### src/rtl/veririscv_clint.sv
// veriRISCV core-local interruptor: machine timer (mtime/mtimecmp) and msip on an Avalon-MM responder.
// Optional define CLINT_MTIME_SHADOW_EN adds a tear-free high-word shadow for 64-bit mtime reads.
package veririscv_clint_pkg;
  typedef struct packed {
    logic        read;
    logic        write;
    logic [31:0] address;
    logic [31:0] writedata;
    logic [3:0]  byte_enable;
  } avalon_req_t;

  typedef struct packed {
    logic [31:0] readdata;
    logic        waitrequest;
  } avalon_resp_t;
endpackage

module veririscv_clint
  import veririscv_clint_pkg::*;
#(
  parameter int unsigned TICK_DIV = 1
) (
  input  logic         clk,
  input  logic         rst,
  input  avalon_req_t  avalon_req,
  output avalon_resp_t avalon_resp,
  output logic         software_interrupt,
  output logic         timer_interrupt
);

  localparam logic [15:0] TICK_LAST = 16'(TICK_DIV - 1);

  localparam logic [15:0] OFF_MSIP       = 16'h0000;
  localparam logic [15:0] OFF_MTIMECMP_L = 16'h4000;
  localparam logic [15:0] OFF_MTIMECMP_H = 16'h4004;
  localparam logic [15:0] OFF_MTIME_L    = 16'hBFF8;
  localparam logic [15:0] OFF_MTIME_H    = 16'hBFFC;

  logic [15:0] tick_cnt_q, tick_cnt_d;
  logic [63:0] mtime_q, mtime_d;
  logic [63:0] mtimecmp_q, mtimecmp_d;
  logic        msip_q, msip_d;
  logic [31:0] readdata_q, readdata_d;
  logic        timer_irq_q, timer_irq_d;
  logic [31:0] mtime_hi_rd;

  logic        tick;
  logic [15:0] offset;
  logic        wr, rd;
  logic        unused_addr_hi;

  assign offset         = avalon_req.address[15:0];
  assign wr             = avalon_req.write;
  assign rd             = avalon_req.read;
  assign unused_addr_hi = ^avalon_req.address[31:16];

  function automatic logic [31:0] merge_bytes(input logic [31:0] old_val,
                                              input logic [31:0] new_val,
                                              input logic [3:0]  be);
    logic [31:0] res;
    res = old_val;
    for (int i = 0; i < 4; i++) begin
      if (be[i]) res[i*8 +: 8] = new_val[i*8 +: 8];
    end
    return res;
  endfunction

  assign tick = (tick_cnt_q == TICK_LAST);

`ifdef CLINT_MTIME_SHADOW_EN
  logic [31:0] shadow_q, shadow_d;

  // Low-word reads snapshot the high word so a following high read cannot tear.
  always_comb begin
    shadow_d = shadow_q;
    if (rd && offset == OFF_MTIME_L) shadow_d = mtime_q[63:32];
  end

  always_ff @(posedge clk) begin
    if (rst) shadow_q <= '0;
    else     shadow_q <= shadow_d;
  end

  assign mtime_hi_rd = shadow_q;
`else
  assign mtime_hi_rd = mtime_q[63:32];
`endif

  always_comb begin
    tick_cnt_d  = tick ? 16'd0 : tick_cnt_q + 16'd1;
    msip_d      = msip_q;
    mtimecmp_d  = mtimecmp_q;
    mtime_d     = mtime_q;
    readdata_d  = readdata_q;
    timer_irq_d = (mtime_q >= mtimecmp_q);

    if (wr && offset == OFF_MSIP && avalon_req.byte_enable[0]) msip_d = avalon_req.writedata[0];
    if (wr && offset == OFF_MTIMECMP_L)
      mtimecmp_d[31:0] = merge_bytes(mtimecmp_q[31:0], avalon_req.writedata, avalon_req.byte_enable);
    if (wr && offset == OFF_MTIMECMP_H)
      mtimecmp_d[63:32] = merge_bytes(mtimecmp_q[63:32], avalon_req.writedata, avalon_req.byte_enable);

    // A write to either half freezes the whole counter for that cycle: no increment, no carry.
    if (wr && offset == OFF_MTIME_L)
      mtime_d[31:0] = merge_bytes(mtime_q[31:0], avalon_req.writedata, avalon_req.byte_enable);
    else if (wr && offset == OFF_MTIME_H)
      mtime_d[63:32] = merge_bytes(mtime_q[63:32], avalon_req.writedata, avalon_req.byte_enable);
    else if (tick)
      mtime_d = mtime_q + 64'd1;

    if (rd) begin
      case (offset)
        OFF_MSIP:       readdata_d = {31'd0, msip_q};
        OFF_MTIMECMP_L: readdata_d = mtimecmp_q[31:0];
        OFF_MTIMECMP_H: readdata_d = mtimecmp_q[63:32];
        OFF_MTIME_L:    readdata_d = mtime_q[31:0];
        OFF_MTIME_H:    readdata_d = mtime_hi_rd;
        default:        readdata_d = 32'd0;
      endcase
    end
  end

  always_ff @(posedge clk) begin
    if (rst) begin
      tick_cnt_q  <= '0;
      mtime_q     <= '0;
      mtimecmp_q  <= '1;
      msip_q      <= 1'b0;
      readdata_q  <= '0;
      timer_irq_q <= 1'b0;
    end else begin
      tick_cnt_q  <= tick_cnt_d;
      mtime_q     <= mtime_d;
      mtimecmp_q  <= mtimecmp_d;
      msip_q      <= msip_d;
      readdata_q  <= readdata_d;
      timer_irq_q <= timer_irq_d;
    end
  end

  assign avalon_resp.readdata    = readdata_q;
  assign avalon_resp.waitrequest = 1'b0;
  assign software_interrupt      = msip_q;
  assign timer_interrupt         = timer_irq_q;

endmodule

### config.mk
export PLATFORM = sky130hd
export DESIGN_NAME = veririscv_clint
export DESIGN_NICKNAME = d
export VERILOG_FILES = /design/src/rtl/veririscv_clint.sv
export SDC_FILE = /design/constraint.sdc
export NUM_CORES = 1
export LEC_CHECK = 0
export BUFFER_PORTS_ARGS = -buffer_cell sky130_fd_sc_hd__clkbuf_2
export CAP_MARGIN = 25
export CORE_AREA = 4 4 130 145
export CTS_CLUSTER_DIAMETER = 120
export DETAILED_ROUTE_END_ITERATION = 10
export DIE_AREA = 0 0 134 149
export GPL_TIMING_DRIVEN = 0
export HOLD_SLACK_MARGIN = 0.1
export PLACE_DENSITY = 0.83
export REMOVE_ABC_BUFFERS = 1
export SYNTH_ARGS = -nofsm -noshare
export SYNTH_HDL_FRONTEND = slang
export SYNTH_SLANG_ARGS = --single-unit
### constraint.sdc
create_clock -name clk -period 6.9 [get_ports clk]
set_input_delay 1.38 -clock clk [delete_from_list [all_inputs] [get_ports clk]]
set_output_delay 1.38 -clock clk [all_outputs]
set_load 0.02 [all_outputs]
; ---- Word level (Yosys, flattened, before mapping)
; Index checks and enable logic that the tools add are counted.
[word_totals]
register_bits = 178
inputBits = 72
out_inout_bits = 35
elab_cells = 73
[classes]
n_eq_ne = 13
n_lt_le_gt_ge = 1
reduce_logical = 27
mux = 9
add_sub_neg = 2
bitwise_logic = 1
[ops]
columns = operator, n
row1 = $pmux 32 s5, 1
row2 = $mux 32, 3
row3 = $add 64x1->64 const B, 1
row4 = $ge 64x64->1, 1
row5 = $mux 64, 1
row6 = $eq 16x15->1 const B, 2
row7 = $eq 16x16->1 const B, 2
row8 = $logic_not 16->1, 2
row9 = $mux 8, 4
row10 = $reduce_and 3->1, 8
row11 = $ne 2x2->1 const B, 9
row12 = $add 16x1->16 const B, 1
row13 = $reduce_and 2->1, 8
row14 = $logic_and 1x1->1, 6
row15 = $reduce_bool 2->1, 2
row16 = $reduce_or 2->1, 1
row17 = $not 1->1, 1

; ---- Depth between registers and ports, before layout
[depth]
word_depth = 4
ltp_mapped = 10
ltp_nobuf = 8

; ---- Worst setup path after synthesis
; OpenSTA, ideal clock, no wires.
[synth_timing]
path_kind = input to register
startpoint = input port avalon_req[36] (netlist name)
endpoint = register mtime_q[6]
setup_time_ns = 0.116
arrival_time_ns = 3.342
cell_stages = 7
setup_slack_ns = 3.441
path_buffers = 2
cell_sequence = nand4bb_1 -> nor4_1 -> and3_1 -> clkbuf_1 -> buf_1 -> o21bai_1 -> a31o_2
[synth_via]
elab_chain_cells = 4
elab_cells_between_ends = 9
[synth_lines]
columns = item, line_no
row1 = "start, declared", 25  ; input avalon_req_t avalon_req,
row2 = $eq 16x16->1 (on tied branches), "104, 106"
row3 = $logic_and 1x1->1 (on tied branches), "104, 106"
row4 = $ne 2x2->1 (no line) or $reduce_bool 2->1 (tied branches), --
row5 = $reduce_and 3->1 (no line), --
row6 = "end signal, assigned", 133  ; mtime_q <= mtime_d;
row7 = "end, declared", 40  ; logic [63:0] mtime_q, mtime_d;
; Several ways; a longest one is shown, not always the timed one.
; A chain may end at the register's enable or synchronous reset.

; ---- Worst setup path in the final report
[layout_timing]
startpoint = input port avalon_req[36] (netlist name)
endpoint = register mtime_q[11]
; The elaborated chain is that of the path after synthesis.

==> flow_summary_export.csv <==
group,metric,value,unit
clock_tree,cts-root-buf,"clkbuf_16",
sta,worst_pin_slew,1.075,ns
synth,yosys_warnings,0,
setup_path,end_kind,"flop",
sta,min_period,4.049,ns
clock_tree,cts_made_buffers,17,
outcome,status,"completed",
synth,synthArstFlopShare,0,%
cells_and_area,drive_above_1_share,13.33,%
clock_tree,htreeDepth,4,
global_routing,grt_start_max_net_pins,86,
floorplanning,die_area,19970,sq um
global_routing,antenna_found_initial,0,
synth,synth_area_leaders,"dfxtp_1, ha_1, nand2_1",
setup_path,crit_type,"input port to flop",
sta,setup_viol,0,
synth,ys_seq_area_share,32.03,%
routing,antenna_left,0,
sta,period_share,58.69,%
cells_and_area,antenna_cells,0,
routing,drc_errors,0,
routing,wire_per_inst,22.29,microns
clock_tree,clkTransAtPathRegs,0.07,ns
synth,synth_top_area_share,32.03,%
synth,ys_types,68,
floorplanning,start_util,63.86,%
power,ir_worst_vdd,170.3,uV
synth,syn_avg_cell_area,8.009,sq um
setup_path,arrival,4.40,ns
setup_path,cp_slowest_stage_delay,0.97,ns
clock_tree,worstSkewPairLatency,0.44,ns
hold_path,hold_path_class,"flop to flop",
clock_tree,clock_sinks,178,
clock_tree,post_cts_resized,0,
clock_tree,cts_setup_buffers,0,
sta,rsz0062_at_grt,"no",
placement,gp_congestion,1.049,
sta,fmax,0.2469,GHz
power,leakage,5.521,nW
synth,synth_common_cells,"dfxtp_1, nand2_1, a21oi_1, nor2_1, inv_1",
global_routing,overflow,0,
synth,syn_area,11120,sq um
placement,portBuffers,89,
floorplanning,core,17420,sq um
setup_path,critPathSlowestCell,"nor4_2",
synth,synth_ff_type,"dfxtp_1",
global_routing,grt_usage,36.80,%
sta,finClkSkew,0.01116,ns
global_routing,grt_pass1_vias,11030,
setup_path,crit_chain,"clkbuf_2, nand4bb_1, nor4_2, nand3_1, a31o_2, a211oi_1",
synth,yosysTopAreaCell,"dfxtp_1",
floorplanning,die_h,149,microns
routing,drt_iter0_markers,1316,
sta,hold_violations,0,
routing,drt-total-wl,37410,microns
clock_tree,cts_hold_buf,0,
synth,syn_inst,1389,
flow_run,drv_cap,0,
sta,report.final.slew_viol_count,0,
floorplanning,rows,51,
synth,synth_seq_cells,178,
synth,synth_enable_flop_cells,0,
setup_path,worstPathMaxFanout,17,
floorplanning,die_x,134,microns
placement,dp.final_hpwl,27120,microns
cells_and_area,postLayoutCoreUtil,71.33,%
setup_path,start_kind,"input port",
power,power_density,166.2,nW/um^2
clock_tree,cts_tree,"done",
clock_tree,clk_path_buf_depth,2,
cells_and_area,fin_nets,1567,
placement,place_worst_setup_slack,2.271,ns
synth,yosysMostFrequentCell,"dfxtp_1",
cells_and_area,synthToLayoutAreaGrowth,11.70,%
sta,finalWorstSetupSlack,2.851,ns
setup_path,crit_required,7.25,ns
routing,dr.pass1.iters,7,
floorplanning,ios,107,
routing,via_count,11570,
global_routing,grt_pass1_wl,58520,microns
routing,vias_per_cell,6.892,
sta,slew_headroom,27.73,%
-- worst max-delay path, delay by kind of cell --
kind | cells | cell delay (ns)
compound gates | 2 | 0.76
simple gates | 3 | 2.17
buf+inv | 1 | 0.09
-- layer usage --
layer	track usage, %	wire (microns)	share of wire [%]
met1	45.35	14550	39
met3	8.401	3418	9.1
met2	60.31	17510	47
met4	19.03	1931	5.2
met5	0	0	0
-- kinds of logic after synthesis --
family	Yosys count	share of synthesized area [%]
and+or+nand+nor	529	24.01
muxes	81	7.648
other	1	0.03371
buffers and inverters	166	5.691
AOI/OAI and AO/OA	354	22.02
adders and majority gates	67	7.536
DFF	178	32.03
xor gates and xnor gates	13	1.024
-- placed cells by master (no fill, tap or decap), types with 7 or more instances in the layout --
cell and instances:
nor3_1 22, dfxtp_1 178, nand4_1 41, nand2_1 171, o21ai_0 55, a211oi_1 11, clkbuf_2 87, a21oi_1 94
mux2_2 32, mux2i_1 49, clkbuf_16 17, o211ai_1 19, a21o_1 26, and2_1 14, a222oi_1 32, nor4_1 29
buf_16 7, or3_1 9, o31ai_1 8, ha_1 67, and4_1 11, inv_1 78, or4_1 8, a31oi_1 18
nand3_1 64, nand4b_1 8, nor2_1 89, and3_1 27, a2bb2oi_1 29, xnor2_1 7
-- path summary, 6_finish.rpt --
| check | start | end | slack, ns | depth (start not counted) |
|---|---|---|---|---|
| worst max-delay path | avalon_req[36] | mtime_q[11] | 2.85 | 6 |
| worst min-delay path | tick_cnt_q[0] | tick_cnt_q[0] | 0.48 | 1 |
| worst max register to register | tick_cnt_q[0] | mtime_q[44] | 3.41 | 8 |
| worst min register to register | tick_cnt_q[0] | tick_cnt_q[0] | 0.48 | 1 |
-- metrics by stage --
stage	cells	cell area (sq um)	total power, mW	setup TNS (ns)	hold WS (ns)
after CTS	1677	12400	2.061	0	0.4822
after floorplan	1302	10790	1.078	0	0.4417
after global placement	1629	11530	1.137	-143.95	0.4574
final	1678	12430	2.065	0	0.4823
after detailed placement	1646	11850	1.144	0	0.4663
after global routing	1678	12430	2.114	0	0.5057
-- cell type report --
cell class,count,area (sq um)
fillers,1447,4995
clock inverters,12,106.4
inverters,79,299.0
well taps,238,297.8
clock buffers,19,442.9
repair buffers,107,738.2
multi-input cells,1045,6978
flip-flops and latches,178,3563
-- flip-flops by register name, indices dropped and copies added, names as in the netlist --
name and count:
mtime_q 64, mtimecmp_q 64, readdata_q 32, tick_cnt_q 16, software_interrupt 1, timer_interrupt 1
-- where the power goes --
part	switching [mW]	total [mW]	internal, mW
logic	0.0664	0.0931	0.0267
registers	0.00285	1.03	1.03
clock network	0.434	0.940	0.507
total	0.503	2.06	1.56
No activity file was read; power rests on OpenSTA's default activity.
